**src/rtl/switch_control_pkg.sv**
```systemverilog
// -----------------------------------------------------------------------------
// switch_control_pkg
// Shared definitions for the router switch controller: default port count and
// flit width, router port indices, and the allocation FSM state encoding.
// Imported by switch_control and FixedPriorityArbiter.
// -----------------------------------------------------------------------------
package switch_control_pkg;

  localparam int NPORT_DEF      = 5;
  localparam int FLIT_WIDTH_DEF = 16;
  localparam int IDX_W          = 3;

  // Router port indices; also used as mux select codes
  localparam logic [IDX_W-1:0] EAST  = 3'd0;
  localparam logic [IDX_W-1:0] WEST  = 3'd1;
  localparam logic [IDX_W-1:0] NORTH = 3'd2;
  localparam logic [IDX_W-1:0] SOUTH = 3'd3;
  localparam logic [IDX_W-1:0] LOCAL = 3'd4;

  // Allocation sequence: arbitrate -> route -> allocate
  typedef enum logic [1:0] {
    S_IDLE  = 2'd0,
    S_ROUTE = 2'd1,
    S_ALLOC = 2'd2
  } state_t;

endpackage

```
**src/rtl/switch_control_arbiter.sv**
```systemverilog
// -----------------------------------------------------------------------------
// FixedPriorityArbiter
// Combinational fixed-priority arbiter: the lowest-numbered active request wins.
// Ports:
//   i_enable  - when 0 no selection is reported
//   i_req     - request vector, one bit per requester
//   o_valid   - 1 when a requester is selected
//   o_index   - index of the selected requester (0 when o_valid = 0)
// -----------------------------------------------------------------------------
module FixedPriorityArbiter
  import switch_control_pkg::*;
#(
  parameter int N = NPORT_DEF
) (
  input  logic             i_enable,
  input  logic [N-1:0]     i_req,
  output logic             o_valid,
  output logic [IDX_W-1:0] o_index
);

  // Scan from the top down so the lowest active index is the last one written
  always_comb begin
    o_valid = 1'b0;
    o_index = '0;
    if (i_enable) begin
      for (int i = N - 1; i >= 0; i--) begin
        if (i_req[i]) begin
          o_valid = 1'b1;
          o_index = IDX_W'(i);
        end
      end
    end
  end

endmodule

```
**src/rtl/switch_control.sv**
```systemverilog
// -----------------------------------------------------------------------------
// switch_control
// Crossbar allocation controller of a 2D-mesh router. Pending headers are
// arbitrated one at a time, XY-routed, and granted an output if it is free.
// Connections are torn down when the owning input's sender flag falls.
// Ports:
//   i_clk      - clock, rising edge
//   i_rst_n    - asynchronous active-low reset
//   i_h        - per-input header pending
//   i_data     - per-input head flit, port p at [p*FLIT_WIDTH +: FLIT_WIDTH]
//   i_sender   - per-input packet-still-flowing flag
//   o_ack_h    - one-cycle header accept pulse to the granted input
//   o_mux_in   - per output, 3-bit index of the connected input
//   o_mux_out  - per input, 3-bit index of the connected output
//   o_free     - per output, 1 = unallocated
// -----------------------------------------------------------------------------
module switch_control
  import switch_control_pkg::*;
#(
  parameter int         NPORT       = NPORT_DEF,
  parameter int         FLIT_WIDTH  = FLIT_WIDTH_DEF,
  parameter logic [7:0] ROUTER_ADDR = 8'h00
) (
  input  logic                        i_clk,
  input  logic                        i_rst_n,
  input  logic [NPORT-1:0]            i_h,
  input  logic [NPORT*FLIT_WIDTH-1:0] i_data,
  input  logic [NPORT-1:0]            i_sender,
  output logic [NPORT-1:0]            o_ack_h,
  output logic [NPORT*IDX_W-1:0]      o_mux_in,
  output logic [NPORT*IDX_W-1:0]      o_mux_out,
  output logic [NPORT-1:0]            o_free
);

  state_t                 r_state;
  logic [IDX_W-1:0]       r_sel;
  logic [IDX_W-1:0]       r_dest;
  logic [NPORT-1:0]       r_free;
  logic [NPORT*IDX_W-1:0] r_muxIn;
  logic [NPORT*IDX_W-1:0] r_muxOut;
  logic [NPORT-1:0]       r_connectedIn;
  logic [NPORT-1:0]       r_blockedMask;
  logic [NPORT-1:0]       r_senderPrev;

  logic [NPORT-1:0] w_release;
  logic [NPORT-1:0] w_releaseIn;
  logic             w_anyRelease;
  logic [NPORT-1:0] w_pending;
  logic [NPORT-1:0] w_req;
  logic             w_allMasked;
  logic             w_grantValid;
  logic [IDX_W-1:0] w_grantIdx;
  logic             w_destFree;
  logic             w_alloc;
  logic             w_block;
  logic [NPORT-1:0] w_ack;
  logic [NPORT-1:0] w_blockedNext;
  logic [7:0]       w_headAddr;

  // XY routing, X resolved first. A U-turn to any port but LOCAL is redirected
  // to LOCAL so a packet never bounces back out of the port it came in on.
  function automatic logic [IDX_W-1:0] xyRoute(input logic [7:0] target,
                                               input logic [7:0] own,
                                               input logic [IDX_W-1:0] inPort);
    logic [IDX_W-1:0] dir;
    if (target[7:4] > own[7:4])      dir = EAST;
    else if (target[7:4] < own[7:4]) dir = WEST;
    else if (target[3:0] > own[3:0]) dir = NORTH;
    else if (target[3:0] < own[3:0]) dir = SOUTH;
    else                             dir = LOCAL;
    if (dir == inPort) dir = LOCAL;
    return dir;
  endfunction

  // A busy output is released when the sender flag of its owning input falls
  always_comb begin
    w_release   = '0;
    w_releaseIn = '0;
    for (int o = 0; o < NPORT; o++) begin
      if (!r_free[o] && r_senderPrev[r_muxIn[o*IDX_W +: IDX_W]] &&
          !i_sender[r_muxIn[o*IDX_W +: IDX_W]]) begin
        w_release[o] = 1'b1;
        w_releaseIn[r_muxIn[o*IDX_W +: IDX_W]] = 1'b1;
      end
    end
  end

  assign w_anyRelease = |w_release;

  // Requests already holding a connection or recently refused are not offered
  // to the arbiter; if that hides every pending header the mask is dropped.
  assign w_pending   = i_h & ~r_connectedIn;
  assign w_req       = w_pending & ~r_blockedMask;
  assign w_allMasked = (w_pending != '0) && (w_req == '0);

  FixedPriorityArbiter #(
    .N (NPORT)
  ) u_arbiter (
    .i_enable (r_state == S_IDLE),
    .i_req    (w_req),
    .o_valid  (w_grantValid),
    .o_index  (w_grantIdx)
  );

  assign w_headAddr = i_data[r_sel*FLIT_WIDTH +: 8];

  // An output being released this cycle is not handed out in the same cycle
  assign w_destFree = r_free[r_dest] && !w_release[r_dest];
  assign w_alloc    = (r_state == S_ALLOC) && w_destFree;
  assign w_block    = (r_state == S_ALLOC) && !w_destFree;

  // The accept pulse is tied to the allocation decision in the same cycle
  always_comb begin
    w_ack = '0;
    if (w_alloc) w_ack[r_sel] = 1'b1;
  end

  // Release wipes the whole mask since a refused input may now succeed
  always_comb begin
    w_blockedNext = r_blockedMask;
    if (w_allMasked) w_blockedNext = '0;
    if (w_block)     w_blockedNext[r_sel] = 1'b1;
    if (w_anyRelease) w_blockedNext = '0;
  end

  // Allocation sequencer: latch winner, latch its route, then try to allocate
  always_ff @(posedge i_clk or negedge i_rst_n) begin
    if (!i_rst_n) begin
      r_state <= S_IDLE;
      r_sel   <= '0;
      r_dest  <= '0;
    end else begin
      case (r_state)
        S_IDLE: begin
          if (w_grantValid) begin
            r_sel   <= w_grantIdx;
            r_state <= S_ROUTE;
          end
        end
        S_ROUTE: begin
          r_dest  <= xyRoute(w_headAddr, ROUTER_ADDR, r_sel);
          r_state <= S_ALLOC;
        end
        S_ALLOC: r_state <= S_IDLE;
        default: r_state <= S_IDLE;
      endcase
    end
  end

  // Connection table: releases and a new allocation on another output can
  // land on the same edge without interfering.
  always_ff @(posedge i_clk or negedge i_rst_n) begin
    if (!i_rst_n) begin
      r_free        <= '1;
      r_muxIn       <= '0;
      r_muxOut      <= '0;
      r_connectedIn <= '0;
      r_blockedMask <= '0;
      r_senderPrev  <= '0;
    end else begin
      r_senderPrev  <= i_sender;
      r_blockedMask <= w_blockedNext;
      for (int o = 0; o < NPORT; o++) begin
        if (w_release[o]) r_free[o] <= 1'b1;
      end
      for (int i = 0; i < NPORT; i++) begin
        if (w_releaseIn[i]) r_connectedIn[i] <= 1'b0;
      end
      if (w_alloc) begin
        r_free[r_dest]                     <= 1'b0;
        r_connectedIn[r_sel]               <= 1'b1;
        r_muxIn[r_dest*IDX_W +: IDX_W]     <= r_sel;
        r_muxOut[r_sel*IDX_W +: IDX_W]     <= r_dest;
      end
    end
  end

  assign o_ack_h   = w_ack;
  assign o_free    = r_free;
  assign o_mux_in  = r_muxIn;
  assign o_mux_out = r_muxOut;

endmodule

```
**config.mk**
```make
export PLATFORM = sky130hd
export DESIGN_NAME = switch_control
export DESIGN_NICKNAME = d
export VERILOG_FILES = /design/src/rtl/switch_control_pkg.sv /design/src/rtl/switch_control_arbiter.sv /design/src/rtl/switch_control.sv
export SDC_FILE = /design/constraint.sdc
export NUM_CORES = 1
export LEC_CHECK = 0
export CORE_MARGIN = 2
export CORE_UTILIZATION = 25
export DETAILED_ROUTE_END_ITERATION = 12
export HOLD_SLACK_MARGIN = 0.05
export PLACE_DENSITY = 0.65
export SLEW_MARGIN = 10
export SYNTH_ARGS = -nofsm -noshare
export SYNTH_HDL_FRONTEND = slang
export SYNTH_SLANG_ARGS = --single-unit
export TNS_END_PERCENT = 30
```
**constraint.sdc**
```tcl
create_clock -name i_clk -period 2.3 [get_ports i_clk]
set_input_delay 0.23 -clock i_clk [delete_from_list [all_inputs] [get_ports i_clk]]
set_output_delay 0.23 -clock i_clk [all_outputs]
set_load 0.02 [all_outputs]
```
# Word-level counts from Yosys, hierarchy flattened
# Cells that the tools add are included.
# Widths: inputs -> output; s select.
[op_classes]
n_addsub = 2
multipliers = 2
n_div = 0
n_lt_le_gt_ge = 18
eq_ne = 4
shift = 5
n_mux = 85
bitwise_logic = 12
n_reduce_logical = 38
[ops]
columns = ["op", "n"]
rows = [
  ["$shiftx 80x8->8", 1],
  ["$neg 5->34", 2],
  ["$shift 3x34->15 const A", 2],
  ["$shiftx 3x34->15", 2],
  ["$mux 5", 11],
  ["$mux 1", 40],
  ["$bmux 1 s3", 12],
  ["$mux 3", 11],
  ["$bwmux 15", 2],
  ["$or 5x5->5", 6],
  ["$lt 3x4->1 const B", 7],
  ["$demux 1 s3", 7],
  ["$ge 3x1->1 const B", 7],
  ["$logic_and 1x1->1", 21],
  ["$and 5x5->5", 3],
  ["$not 5->5", 3],
  ["$logic_not 1->1", 12],
  ["$mul 3x2->5 const B", 2],
  ["$gt 4x1->1 const B", 2],
  ["$lt 4x1->1 const B", 2],
  ["$logic_not 5->1", 1],
  ["$reduce_bool 5->1", 1],
  ["$reduce_or 5->1", 1],
  ["$pmux 2 s2", 1],
  ["7 further kinds", 7],
]
[word_totals]
regBits = 58
latch_bits = 0
ram_bits = 0
romBits = 0
input_bits = 92
output_inout_bits = 40
elab_cells = 175
memories = 0

# Longest topological paths before layout
[depth]
word_depth = 16
ltp_mapped = 7
mapped_depth_nobuf = 6

# Modules after synthesis
# Synthesis repeated with hierarchy kept, for this count alone.
[hier_totals]
cells_unflattened = 306
area_unflattened_um2 = 2925.3
[modules_own_cells]
columns = ["mod", "n_inst", "cells_per_inst", "area_per_inst_um2"]
rows = [
  ["switch_control", 1, 297, 2865.2],
  ["FixedPriorityArbiter", 1, 9, 60.1],
]

# Worst setup path after synthesis
# No wires, ideal clock.
[synth_timing]
path_kind = "register to register"
startpoint = "register r_free[0] (netlist: o_free[0])"
endpoint = "register r_connectedIn[2]"
setup_ps = 71
arrival_time_ps = 2011
path_slack_ps = 218
stages_incl_launch_ff = 6
path_buffers = 0
path_cell_list = "dfstp_2 mux2i_1 o22ai_2 nand2_4 nor4_1 a31o_1"
[synth_between]
elab_chain_len = 15
elab_cells_between_ends = 23
classes_between = "mux (12); bitwise (5); reduce/logical (6)"
[synth_rtl]
columns = ["item", "line", "text"]
rows = [
  ["start, declared", "switch_control.sv:38", "logic [NPORT-1:0] r_free;"],
  ["start signal, assigned", "switch_control.sv:154", "r_free <= '1;"],
  ["start signal, assigned by index", "switch_control.sv:164", "if (w_release[o]) r_free[o] <= 1'b1;"],
  ["start signal, assigned by index", "switch_control.sv:170", "r_free[r_dest] <= 1'b0;"],
  ["$logic_not 1->1", "switch_control.sv:80", "if (!r_free[o] && r_senderPrev[r_muxIn[o*IDX_W +: IDX_W]] &&"],
  ["$logic_and 1x1->1 (2 in series)", "switch_control.sv:80", ""],
  ["$mux 5", "switch_control.sv:80", ""],
  ["$or 5x5->5 (no line)", "-", ""],
  ["$mux 5", "switch_control.sv:80", ""],
  ["$or 5x5->5 (no line)", "-", ""],
  ["$mux 5", "switch_control.sv:80", ""],
  ["$or 5x5->5 (no line)", "-", ""],
  ["$mux 5", "switch_control.sv:80", ""],
  ["$or 5x5->5 (no line)", "-", ""],
  ["$mux 5", "switch_control.sv:80", ""],
  ["$mux 1", "switch_control.sv:167", "if (w_releaseIn[i]) r_connectedIn[i] <= 1'b0;"],
  ["$or 5x5->5 (no line)", "-", ""],
  ["$mux 5 *", "switch_control.sv:169", "if (w_alloc) begin"],
  ["end signal, assigned", "switch_control.sv:157", "r_connectedIn <= '0;"],
  ["end signal, assigned by index", "switch_control.sv:167", ""],
  ["end signal, assigned by index", "switch_control.sv:171", "r_connectedIn[r_sel] <= 1'b1;"],
  ["end, declared", "switch_control.sv:41", "logic [NPORT-1:0] r_connectedIn;"],
]
# Mark *: on every way between the ends. The rest lies on a longest branch, timed or not. The select of a mux whose other input is x is not followed.
# A chain may end at the register's enable or synchronous reset.

# Worst setup path in the final report
[layout_timing]
startpoint = "register r_free[0] (netlist: o_free[0])"
endpoint = "output o_ack_h[3]"
[layout_between]
elab_chain_len = 10
elab_cells_between_ends = 12
classes_between = "mux (6); reduce/logical (6)"
[layout_rtl]
columns = ["item", "line", "text"]
rows = [
  ["$logic_not 1->1", "switch_control.sv:80", ""],
  ["$logic_and 1x1->1 (2 in series)", "switch_control.sv:80", ""],
  ["$mux 1", "switch_control.sv:80", ""],
  ["$bmux 1 s3", "switch_control.sv:108", "assign w_destFree = r_free[r_dest] && !w_release[r_dest];"],
  ["$mux 1 (not written as such)", "switch_control.sv:108", ""],
  ["$logic_not 1->1", "switch_control.sv:108", ""],
  ["$logic_and 1x1->1 *", "switch_control.sv:108", ""],
  ["$logic_and 1x1->1 *", "switch_control.sv:109", "assign w_alloc = (r_state == S_ALLOC) && w_destFree;"],
  ["$mux 5 *", "switch_control.sv:115", "if (w_alloc) w_ack[r_sel] = 1'b1;"],
  ["end, declared", "switch_control.sv:29", "output logic [NPORT-1:0] o_ack_h,"],
]
# Marks and branches as above.

==> flow_metrics.env <==
export IMPL_clkPwrFrac=0.213
export IMPL_drcViolationCount=0
export IMPL_yosysUniqueCellTypes=61
export IMPL_cts_clk_slew_worst_paths_ns=0.06
export IMPL_power_density_mw_per_mm2=909.9
export IMPL_grt_first_pass_wirelength_um=14280
export IMPL_die_y_um=111.2
export IMPL_arrival_ns=1.96
export IMPL_synthFlopType="dfrtp_1"
export IMPL_setup_violations=0
export IMPL_ys_seq_area_frac=0.4032
export IMPL_p_comb_frac=0.466
export IMPL_leakagePower_uw=0.001680
export IMPL_crit_path_end="o_ack_h[3]"
export IMPL_p_int_uw=2273
export IMPL_ioPinCount=132
export IMPL_finClkSkew_ns=0.002853
export IMPL_num_vias=2759
export IMPL_drive_above_1_share=0.1376
export IMPL_outcome="finished, final reports clean"
export IMPL_synth_edf_count=0
export IMPL_min_period_over_period=0.9534
export IMPL_grt_pass1_vias=2789
export IMPL_reg2reg_depth=5
export IMPL_h_tree_depth=2
export IMPL_fill_cells=1166
export IMPL_insertion_delay_ns=0.29
export IMPL_worstPathMaxFanout=9
export IMPL_dpl_hpwl_um=6945
export IMPL_netlist_instances=309
export IMPL_core_area_mm2=0.01132
export IMPL_startpoint="o_free[0]"
export IMPL_pwr_share_seq=0.322
export IMPL_die_x_um=111.2
export IMPL_regArea_mm2=0.001157
export IMPL_start_util=0.2535
export IMPL_final_common_cell="clkdlybuf4s50_1"
export IMPL_numCtsBuffers=5
export IMPL_tns_ns=0
export IMPL_hold_viol_final=0
export IMPL_max_slew_margin=0.5948
export IMPL_drt_total_wl_um=8741
export IMPL_crit_chain="mux2i_1 -> o22ai_2 -> nand2_4 -> buf_4 -> nor2_1 -> dlygate4sd2_1"
export IMPL_wl_per_cell_um=15.89
export IMPL_clock_sinks=46
export IMPL_avgSynthCellArea_um2=9.289
export IMPL_globalRouteOverflowTotal=0
export IMPL_ys_async_sr_fraction=1.000
export IMPL_grt_max_degree=26
export IMPL_power_switching_uw=1445
export IMPL_grt_use_total=0.1441
export IMPL_die_area_mm2=0.01235
export IMPL_synth_seq_cells=46
export IMPL_diodes=0
export IMPL_ant_nets=0
export IMPL_cp_end_kind="output port"
export IMPL_port_buffers=80
export IMPL_drt_iter0_drc=175
export IMPL_antenna_found_initial=0
export IMPL_final_max_slew_viol_count=0
export IMPL_fmax_mhz=456.0
export IMPL_slowest_stage="dfstp_2"
export IMPL_worstReg2RegEnd="r_blockedMask[4]"
export IMPL_cpPeakStageDelay_ns=0.61
export IMPL_yosysWarnings=0
export IMPL_clockBufferDepth=2
export IMPL_worst_slack_ns=0.1071
export IMPL_viasPerCell=5.016
export IMPL_dp_cells=541
export IMPL_cts_root_buffer="clkbuf_16"
export IMPL_ir_drop_mv=0.3127
export IMPL_stdcell_count=550
export IMPL_holdWs_ns=0.4877
export IMPL_cap_violations=0
export IMPL_netlist_area_mm2=0.002870
export IMPL_netSwitchingFraction=0.3887
export IMPL_crit_reg2reg_launch="o_mux_in[13]"
export IMPL_globalplace_congestion=0.8279
export IMPL_tightest_slew_ns=0.6077
export IMPL_pre_cts_ws_ns=-0.06157
export IMPL_cp_start_kind="flop"
export IMPL_worstPathRequired_ns=2.07
export IMPL_holdCritPathClass="input port to asynchronous set/reset pin"
export IMPL_r2r_setup_slack_ns=0.22
export IMPL_multi_input_area_mm2=0.001564
export IMPL_placementRows=39
export IMPL_syn_to_final_growth_pct=42.33
export IMPL_drtPass1Iterations=4
export IMPL_crit_type="flop to output port"
export IMPL_rsz0062_at_grt="false"
export IMPL_nNetsFinal=506
export IMPL_final_min_clock_period_ns=2.193
export IMPL_final_cell_mix="clkdlybuf4s50_1 (74), dfrtp_1 (41), nand2_1 (35)"
export IMPL_cts_tree="built"
-- flip-flops by register name, summed over array words and instances, names as in the netlist --
signal,flops
r_dest,2
o_free,5
r_senderPrev,5
r_state,2
r_connectedIn,5
r_blockedMask,5
o_mux_in,9
r_sel,3
o_mux_out,10
-- Yosys cell counts, types with 2 or more instances --
cell type	n	area (um^2)
mux2_2	9	101.4
nor3b_1	8	60.06
o211ai_1	4	30.03
nor4_1	12	75.07
mux2_4	2	30.03
a211oi_1	2	15.01
or4_1	2	15.01
o311ai_0	4	35.03
nand4b_1	2	17.52
nand3b_1	2	15.01
o32ai_1	2	17.52
o21ai_0	13	65.06
or3_1	2	12.51
nor2_1	23	86.33
nor2b_1	8	50.05
buf_6	2	22.52
mux2i_1	9	90.09
nand3_1	7	35.03
o21a_1	2	15.01
o2111ai_1	2	17.52
nand2_1	35	131.4
a32oi_1	3	26.28
o22ai_1	6	37.54
dfstp_2	5	131.4
nor3_1	13	65.06
ha_1	8	100.1
a21o_1	2	15.01
inv_1	12	45.04
a21boi_0	2	15.01
clkbuf_1	8	30.03
buf_4	12	90.09
nand2b_1	12	75.07
a221oi_1	3	26.28
a2bb2oi_1	2	17.52
a22oi_1	2	15.01
dfrtp_1	41	1026
or3b_2	2	17.52
-- metal layers --
metal / global-route usage / vias to the layer above / routed length (um)
met1: 0.1892 / 1340 / 3884
met2: 0.2413 / 100 / 4201
li1: - / 1309 / -
met4: 0.03621 / 0 / 116
met5: 0 / - / 0
met3: 0.03226 / 10 / 539
-- power by group through the flow --
stage | Clock (uW) | Sequential (uW) | Combinational [uW]
global placement | 0 | 1200 | 1710
global route | 839 | 1220 | 1910
CTS | 807 | 1190 | 1740
floorplan | 0 | 1240 | 981
detailed placement | 0 | 1200 | 1730
finish | 790 | 1200 | 1730
-- per-stage QoR --
step / cell area [um^2] / power, uW / utilization
3_5_place_dp: 3913 / 2934 / 0.3456
5_1_grt: 4085 / 3973 / 0.3609
3_3_place_gp: 3913 / 2904 / 0.3456
6_report: 4085 / 3717 / 0.3609
2_1_floorplan: 2908 / 2221 / -
4_1_cts: 4089 / 3737 / 0.3612
-- worst min path at each step --
stage | start | end | slack [ns] | depth (start not counted)
2_1_floorplan | i_rst_n | o_mux_in[0] | -0.07 | 0
3_3_place_gp | i_rst_n | r_senderPrev[1] | 0.27 | 1
3_5_place_dp | i_rst_n | r_senderPrev[1] | 0.27 | 1
4_1_cts | o_free[3] | o_free[3] | 0.50 | 1
5_1_grt | o_free[3] | o_free[3] | 0.52 | 1
6_report | i_rst_n | r_senderPrev[1] | 0.49 | 2
-- cell families (layout without fill, tap and decap cells) --
group,count (synthesis),in the layout,synth area share
AO/OA/AOI/OAI,62,62,0.1609
XOR/XNOR,1,1,0.003052
adder cells (fa/ha/maj),8,8,0.03487
buffers and inverters,35,123,0.06713
flip-flops,46,46,0.4032
multiplexers,20,20,0.07716
other,1,11,0.001307
AND/OR/NAND/NOR,136,136,0.2524
-- layout make-up --
| class | count | area share |
|---|---|---|
| multi-input cells | 238 | 0.3828 |
| inverters | 12 | 0.01103 |
| flip-flops and latches | 46 | 0.2833 |
| well taps | 143 | 0.04380 |
| clock buffers | 8 | 0.04074 |
| repair buffers | 103 | 0.2383 |
-- timing repair --
action                                  CTS  global route
endpoints found under the setup margin    5             1
hold endpoints to repair                 22             0
buffers inserted                          0             0
gates resized for setup                   6             2
hold buffers                              1             0
gates cloned                              0             0
-- worst max-delay path, delay by kind of cell (launching register included) --
family | cells | cell delay (ns)
multiplexers | 1 | 0.12
buffers and inverters | 2 | 0.53
AO/OA/AOI/OAI | 1 | 0.23
flip-flops | 1 | 0.61
AND/OR/NAND/NOR | 2 | 0.19
Note: power is estimated with default switching activity, not from simulation.
